[src/rtl/led_pwm_array.sv]
// N-channel RGB LED PWM engine with per-LED static, blink and breathe modes.
// Config writes land in a shadow bank that is copied to the active bank on every frame boundary.
module led_pwm_array #(
   parameter int NUM_LEDS    = 3,
   parameter int PWM_BITS    = 8,
   parameter int PWM_DIV     = 4,
   parameter int CLK_FRQ_MHZ = 26,
   parameter bit ACTIVE_LOW  = 1'b0,
   localparam int IDXW       = (NUM_LEDS > 1) ? $clog2(NUM_LEDS) : 1
) (
   input  logic                clk,
   input  logic                rst,
   input  logic                cfg_wr,
   input  logic [IDXW-1:0]     cfg_led,
   input  logic [2:0]          cfg_field,
   input  logic [15:0]         cfg_data,
   output logic                cfg_err,
   output logic                frame_start,
   output logic [NUM_LEDS-1:0] led_red,
   output logic [NUM_LEDS-1:0] led_green,
   output logic [NUM_LEDS-1:0] led_blue
);

   localparam int PSW       = (PWM_DIV > 1) ? $clog2(PWM_DIV) : 1;
   localparam int TICK_CLKS = CLK_FRQ_MHZ * 1000;
   localparam int TKW       = $clog2(TICK_CLKS);

   localparam logic [PSW-1:0]      PRESC_TOP = PSW'(PWM_DIV - 1);
   localparam logic [PWM_BITS-1:0] CNT_TOP   = PWM_BITS'((1 << PWM_BITS) - 2);
   localparam logic [TKW-1:0]      TICK_TOP  = TKW'(TICK_CLKS - 1);

   localparam logic [1:0] MODE_STATIC  = 2'd0;
   localparam logic [1:0] MODE_BLINK   = 2'd1;
   localparam logic [1:0] MODE_BREATHE = 2'd2;

   typedef enum logic [1:0] {ST_ON, ST_OFF, ST_UP, ST_DOWN} fsm_t;

   function automatic logic [PWM_BITS-1:0] scale(input logic [PWM_BITS-1:0] colour,
                                                 input logic [PWM_BITS-1:0] level);
      logic [2*PWM_BITS:0] prod;
      prod = {{(PWM_BITS+1){1'b0}}, colour} * ({{(PWM_BITS+1){1'b0}}, level} + 1'b1);
      return PWM_BITS'(prod >> PWM_BITS);
   endfunction

   logic [PSW-1:0]      presc_reg;
   logic [PWM_BITS-1:0] pwm_cnt_reg;
   logic [TKW-1:0]      tick_cnt_reg;
   logic                step, wrap, tick;
   logic                led_bad, cfg_bad, cfg_err_reg;
   logic [NUM_LEDS-1:0] red_on, green_on, blue_on;

   assign step = (presc_reg == PRESC_TOP);
   assign wrap = step && (pwm_cnt_reg == CNT_TOP);
   assign tick = (tick_cnt_reg == TICK_TOP);

   always_ff @(posedge clk or negedge rst) begin
      if (!rst) begin
         presc_reg    <= '0;
         pwm_cnt_reg  <= '0;
         tick_cnt_reg <= '0;
      end else begin
         presc_reg    <= step ? '0 : presc_reg + 1'b1;
         tick_cnt_reg <= tick ? '0 : tick_cnt_reg + 1'b1;
         if (step)
            pwm_cnt_reg <= wrap ? '0 : pwm_cnt_reg + 1'b1;
      end
   end

   assign frame_start = wrap;

   // A mode value of 3 is still written (as STATIC) but flagged.
   assign led_bad = (32'(cfg_led) >= 32'(NUM_LEDS));
   assign cfg_bad = cfg_wr && (led_bad || (cfg_field == 3'd7) ||
                               ((cfg_field == 3'd4) && (cfg_data[1:0] == 2'd3)));

   always_ff @(posedge clk or negedge rst) begin
      if (!rst) cfg_err_reg <= 1'b0;
      else      cfg_err_reg <= cfg_bad;
   end

   assign cfg_err = cfg_err_reg;

   for (genvar gi = 0; gi < NUM_LEDS; gi++) begin : g_led
      logic [PWM_BITS-1:0] sh_duty_reg, sh_red_reg, sh_green_reg, sh_blue_reg;
      logic [PWM_BITS-1:0] act_duty_reg, act_red_reg, act_green_reg, act_blue_reg;
      logic [1:0]          sh_mode_reg, act_mode_reg;
      logic [7:0]          sh_on_reg, sh_off_reg, sh_step_reg;
      logic [7:0]          act_on_reg, act_off_reg, act_step_reg;
      fsm_t                state_reg, state_next;
      logic [7:0]          cnt_reg, cnt_next;
      logic [PWM_BITS-1:0] lvl_reg, lvl_next;
      logic [PWM_BITS-1:0] lvl;
      logic [7:0]          step_eff;
      logic                sel, lit;

      assign sel = cfg_wr && (cfg_led == IDXW'(gi)) && (cfg_field != 3'd7);

      always_ff @(posedge clk or negedge rst) begin
         if (!rst) begin
            sh_duty_reg  <= '0;
            sh_red_reg   <= '0;
            sh_green_reg <= '0;
            sh_blue_reg  <= '0;
            sh_mode_reg  <= MODE_STATIC;
            sh_on_reg    <= '0;
            sh_off_reg   <= '0;
            sh_step_reg  <= '0;
         end else if (sel) begin
            case (cfg_field)
               3'd0: sh_duty_reg  <= cfg_data[PWM_BITS-1:0];
               3'd1: sh_red_reg   <= cfg_data[PWM_BITS-1:0];
               3'd2: sh_green_reg <= cfg_data[PWM_BITS-1:0];
               3'd3: sh_blue_reg  <= cfg_data[PWM_BITS-1:0];
               3'd4: sh_mode_reg  <= (cfg_data[1:0] == 2'd3) ? MODE_STATIC : cfg_data[1:0];
               3'd5: begin
                  sh_on_reg  <= cfg_data[7:0];
                  sh_off_reg <= cfg_data[15:8];
               end
               3'd6: sh_step_reg <= cfg_data[7:0];
               default: ;
            endcase
         end
      end

      always_ff @(posedge clk or negedge rst) begin
         if (!rst) begin
            act_duty_reg  <= '0;
            act_red_reg   <= '0;
            act_green_reg <= '0;
            act_blue_reg  <= '0;
            act_mode_reg  <= MODE_STATIC;
            act_on_reg    <= '0;
            act_off_reg   <= '0;
            act_step_reg  <= '0;
         end else if (wrap) begin
            act_duty_reg  <= sh_duty_reg;
            act_red_reg   <= sh_red_reg;
            act_green_reg <= sh_green_reg;
            act_blue_reg  <= sh_blue_reg;
            act_mode_reg  <= sh_mode_reg;
            act_on_reg    <= sh_on_reg;
            act_off_reg   <= sh_off_reg;
            act_step_reg  <= sh_step_reg;
         end
      end

      assign step_eff = (act_step_reg == 8'd0) ? 8'd1 : act_step_reg;

      always_ff @(posedge clk or negedge rst) begin
         if (!rst) begin
            state_reg <= ST_ON;
            cnt_reg   <= '0;
            lvl_reg   <= '0;
         end else begin
            state_reg <= state_next;
            cnt_reg   <= cnt_next;
            lvl_reg   <= lvl_next;
         end
      end

      // Restart and clamp happen on the apply edge and take priority over a coincident tick.
      always_comb begin
         state_next = state_reg;
         cnt_next   = cnt_reg;
         lvl_next   = lvl_reg;
         if (wrap && (sh_mode_reg != act_mode_reg)) begin
            state_next = (sh_mode_reg == MODE_BREATHE) ? ST_UP : ST_ON;
            cnt_next   = '0;
            lvl_next   = '0;
         end else if (wrap && (act_mode_reg == MODE_BREATHE) && (sh_duty_reg < lvl_reg)) begin
            state_next = ST_DOWN;
            cnt_next   = '0;
            lvl_next   = sh_duty_reg;
         end else if (tick) begin
            case (act_mode_reg)
               MODE_BLINK: begin
                  if (state_reg == ST_ON) begin
                     if (cnt_reg + 8'd1 >= act_on_reg) begin
                        state_next = ST_OFF;
                        cnt_next   = '0;
                     end else begin
                        cnt_next = cnt_reg + 8'd1;
                     end
                  end else begin
                     if (cnt_reg + 8'd1 >= act_off_reg) begin
                        state_next = ST_ON;
                        cnt_next   = '0;
                     end else begin
                        cnt_next = cnt_reg + 8'd1;
                     end
                  end
               end
               MODE_BREATHE: begin
                  if (cnt_reg + 8'd1 >= step_eff) begin
                     cnt_next = '0;
                     if (act_duty_reg == '0) begin
                        state_next = ST_UP;
                        lvl_next   = '0;
                     end else if (state_reg == ST_DOWN) begin
                        lvl_next = lvl_reg - 1'b1;
                        if (lvl_reg == PWM_BITS'(1))
                           state_next = ST_UP;
                     end else begin
                        lvl_next = lvl_reg + 1'b1;
                        if (lvl_reg + 1'b1 >= act_duty_reg)
                           state_next = ST_DOWN;
                     end
                  end else begin
                     cnt_next = cnt_reg + 8'd1;
                  end
               end
               default: ;
            endcase
         end
      end

      assign lvl = (act_mode_reg == MODE_BREATHE) ? lvl_reg : act_duty_reg;
      assign lit = (act_mode_reg != MODE_BLINK) ||
                   ((act_on_reg != 8'd0) && ((act_off_reg == 8'd0) || (state_reg == ST_ON)));

      assign red_on[gi]   = lit && (pwm_cnt_reg < scale(act_red_reg, lvl));
      assign green_on[gi] = lit && (pwm_cnt_reg < scale(act_green_reg, lvl));
      assign blue_on[gi]  = lit && (pwm_cnt_reg < scale(act_blue_reg, lvl));
   end

   always_ff @(posedge clk or negedge rst) begin
      if (!rst) begin
         led_red   <= {NUM_LEDS{ACTIVE_LOW}};
         led_green <= {NUM_LEDS{ACTIVE_LOW}};
         led_blue  <= {NUM_LEDS{ACTIVE_LOW}};
      end else begin
         led_red   <= red_on ^ {NUM_LEDS{ACTIVE_LOW}};
         led_green <= green_on ^ {NUM_LEDS{ACTIVE_LOW}};
         led_blue  <= blue_on ^ {NUM_LEDS{ACTIVE_LOW}};
      end
   end

endmodule

[config.mk]
export PLATFORM = sky130hd
export DESIGN_NAME = led_pwm_array
export DESIGN_NICKNAME = d
export VERILOG_FILES = /design/src/rtl/led_pwm_array.sv
export SDC_FILE = /design/constraint.sdc
export NUM_CORES = 2
export LEC_CHECK = 0
export BUFFER_PORTS_ARGS = -buffer_cell sky130_fd_sc_hd__buf_2
export CAP_MARGIN = 20
export CORE_UTILIZATION = 55
export DETAILED_ROUTE_END_ITERATION = 8
export PLACE_DENSITY = 0.71
export SYNTH_ARGS = -nofsm -noshare
export SYNTH_HDL_FRONTEND = slang
export SYNTH_SLANG_ARGS = --single-unit
[constraint.sdc]
create_clock -name clk -period 13.7 [get_ports clk]
set_clock_uncertainty 0.2 [all_clocks]
set_input_delay 2.055 -clock clk [delete_from_list [all_inputs] [get_ports clk]]
set_output_delay 2.055 -clock clk [all_outputs]
set_load 0.02 [all_outputs]
==> metrics.md <==
| Metric | Value |
|---|---|
| Run status | `completed` |
| Crit end category | `flip-flop` |
| Global-route wire length before repair | `approximately 170 mm` |
| # rows | `101` |
| Slowest-stage cell, CP | `ha_1` |
| Primary FF master, synth | `dfrtp_1` |
| Routed WL per cell | `roughly 18 um` |
| Max FO, Critical Path | `25` |
| Dpl cells | `5471` |
| GRT busiest layer | `met2` |
| Syn_area_per_cell | `around 9.4 sq um` |
| Post-synth EDFFs | `0` |
| Hpwl dp | `70.53 mm` |
| Drt drc | `0` |
| Most common cell after layout, fill and taps aside | `nand2_1` |
| Pleak | `approximately 23 nW` |
| H-tree depth | `2` |
| Sink Count | `~440` |
| Hold Buf Count CTS | `0` |
| Number of distinct library cells after synthesis | `75` |
| Layout Area Growth over Synthesis | `6.756%` |
| Most frequent cells in the layout | `nand2_1, inv_1, ha_1` |
| Synthesized area | `0.04237 sq mm` |
| Post-synth top area cell | `dfrtp_1` |
| Final wirelength | `a little under 100 mm` |
| Vias in the first global route | `31809` |
| Final setup vio count | `0` |
| GR Util met2 | `43.56%` |
| Slew Viols, Final | `0` |
| Setup TNS | `0 ps` |
| Clk root buf | `clkbuf_16` |
| RSZ-0062 raised after global routing | `false` |
| Gr usage total | `26.09%` |
| Total grt overflow | `0` |
| Met1 global-route usage | `between 30% and 40%` |
| Total CTS buffers | `47` |
| Min-delay worst type | `reg -> reg` |
| Max cap viols | `0` |
| Seq cells post-synth | `437` |
| Crit-path leading delay family | `adder cells` |
| Die Area | `0.07815 sq mm` |
| CP Launch Type | `flip-flop` |
| CTS Buffer Depth | `3` |
| Number of buffers added on ports | `34` |
| Synth Warn # | `0` |
| Min cycle time layout | `approximately 8500 ps` |
| TritonCTS clock tree | `done` |
| Largest net degree at the start of global routing | `151` |
| PostCTS Resize Cnt | `0` |
| CP arrival | `just under 9000 ps` |
| Antenna violations before repair | `6` |
| Kind of critical path | `reg -> reg` |
| Finished Cell Area | `0.04523 sq mm` |
| Ys async rst share | `100.0%` |
| Post-CTS Setup Bufs | `0` |
| Bufs and invs on worst path | `4` |
| Routed vias/inst | `5.583` |
| Clk slew on worst S/H paths | `60 ps` |
| Area contributors post-synth | `dfrtp_1, fa_1, ha_1, and2_1, nand2_1` |
| CORE AREA | `about 0.076 sq mm` |
| Ports | `35` |
| Final net count | `5366` |
| Initial Util | `between 50 and 60%` |
| Worst Max-Slew Pin Slew | `1007 ps` |
| Share of cells above drive strength 1 | `8.039%` |
| Placed Instance Area | `between 0.04 and 0.05 sq mm` |
| Top cell type's share of synthesized area | `25.81%` |
| Sequential area share after synthesis | `25.81%` |
| Die W | `279.6 um` |
| Worst path most repeated cell | `fa_1` |
| Via count | `31042` |
| Synth Net Count | `5388` |
| GR Util met3 | `2.535%` |
| Initial DRT Pass Iterations | `5` |
| Fin cells | `5560` |
| Normalized max-slew margin | `between 30% and 40%` |
| Peak Freq | `117.9 MHz` |
| Cells after synthesis | `4515` |
| Final period utilization | `61.93%` |
| Worst vdd ir | `121.1 uV` |
| Worst skew pair latency | `600 ps` |
| Iter 0 DRT Violations | `2000` |
| Pwr Density | `about 64 mW/mm^2` |
| CP Data Required Time | `~14000 ps` |
| ANT nets after route | `0` |
| Die height | `279.6 um` |
| Hold Vio Cnt, Final | `0` |
| RD Place Congestion | `0.9026` |
| Max incr delay on CP | `around 630 ps` |
## metrics by stage
stage | setup WS (ps) | hold slack (ps) | total power, mW | utilization (%)
after floorplan | 6031 | 203.1 | 1.588 | -
after global placement | 5438 | 218.8 | 1.664 | 57.48
after detailed placement | 5207 | 222.4 | 1.676 | 57.48
after CTS | 5214 | 230.6 | 2.923 | 59.42
after global routing | 4671 | 246.8 | 3.003 | 59.46
final | 5216 | 227.4 | 2.895 | 59.46
## power breakdown
group          switching (mW)  internal (mW)  leakage (nW)
registers              0.0665           1.39          5.87
logic                  0.0962          0.101          16.6
clock network           0.553          0.689         0.727
total                   0.716           2.18          23.2
## worst register-to-register path, stage by stage, from the launching register on
cell and delay, ps:
dfrtp_1 460, nand2b_1 540, a21oi_2 280, buf_4 290, inv_1 80, ha_1 630
and2_1 350, fa_1 450, fa_1 540, inv_1 50, fa_1 470, fa_1 550
inv_1 40, ha_1 190, or3_1 330, a2111oi_0 570, nor3_1 150, or3_1 410
a21oi_1 190, xor2_1 170, ha_1 260, a21o_1 170, a21oi_1 160, nor2b_1 60
a2111oi_0 530, o21ai_0 160, o21ai_0 110
## cells by family after synthesis
kind of cell	Yosys count	synth area share (%)
AND/OR/NAND/NOR	1594	19.17
adder cells (fa/ha/maj)	849	31.45
buffers and inverters	696	6.174
AO/OA/AOI/OAI	570	8.708
flip-flops	437	25.81
multiplexers	185	4.887
XOR/XNOR	184	3.803
## synth_stat cells, drive strengths merged (69+ instances only)
cell type  count
inv          534
xnor2        132
nor2b        121
nand2        581
o21ai        194
nand3         69
fa           360
a21oi        122
and2         422
ha           489
nor2         140
mux2         175
dfrtp        437
clkbuf       147
## worst paths after layout
check	cells after the start	slack [ps]	startpoint	to
max in group asynchronous	3	9580	rst	led_green[2]
min in group asynchronous	1	1340	rst	g_led[1].lvl_reg[5]
worst max-delay path	26	5220	g_led[2].act_mode_reg[0]	led_blue[2]
worst min-delay path	1	230	presc_reg[0]	presc_reg[0]
worst min register to register	1	230	presc_reg[0]	presc_reg[0]
worst max register to register	26	5220	g_led[2].act_mode_reg[0]	led_blue[2]
## routing by layer
| layer | share of wire (%) | wire length (um) |
|---|---|---|
| met1 | 47 | 46110 |
| met2 | 47 | 46140 |
| met3 | 3.9 | 3845 |
| met4 | 2.2 | 2122 |
| met5 | 0.038 | 37 |
## area by class of cell
class	instances	area [sq um]
antenna	2	5.005
clock buffer	68	1345
clock inverter	16	133.9
fill	6650	30840
inverter	535	2016
multi-input combinational	3382	28900
sequential	437	10940
tap	1030	1289
timing repair buffer	90	615.6
No activity file was read; power rests on OpenSTA's default activity.
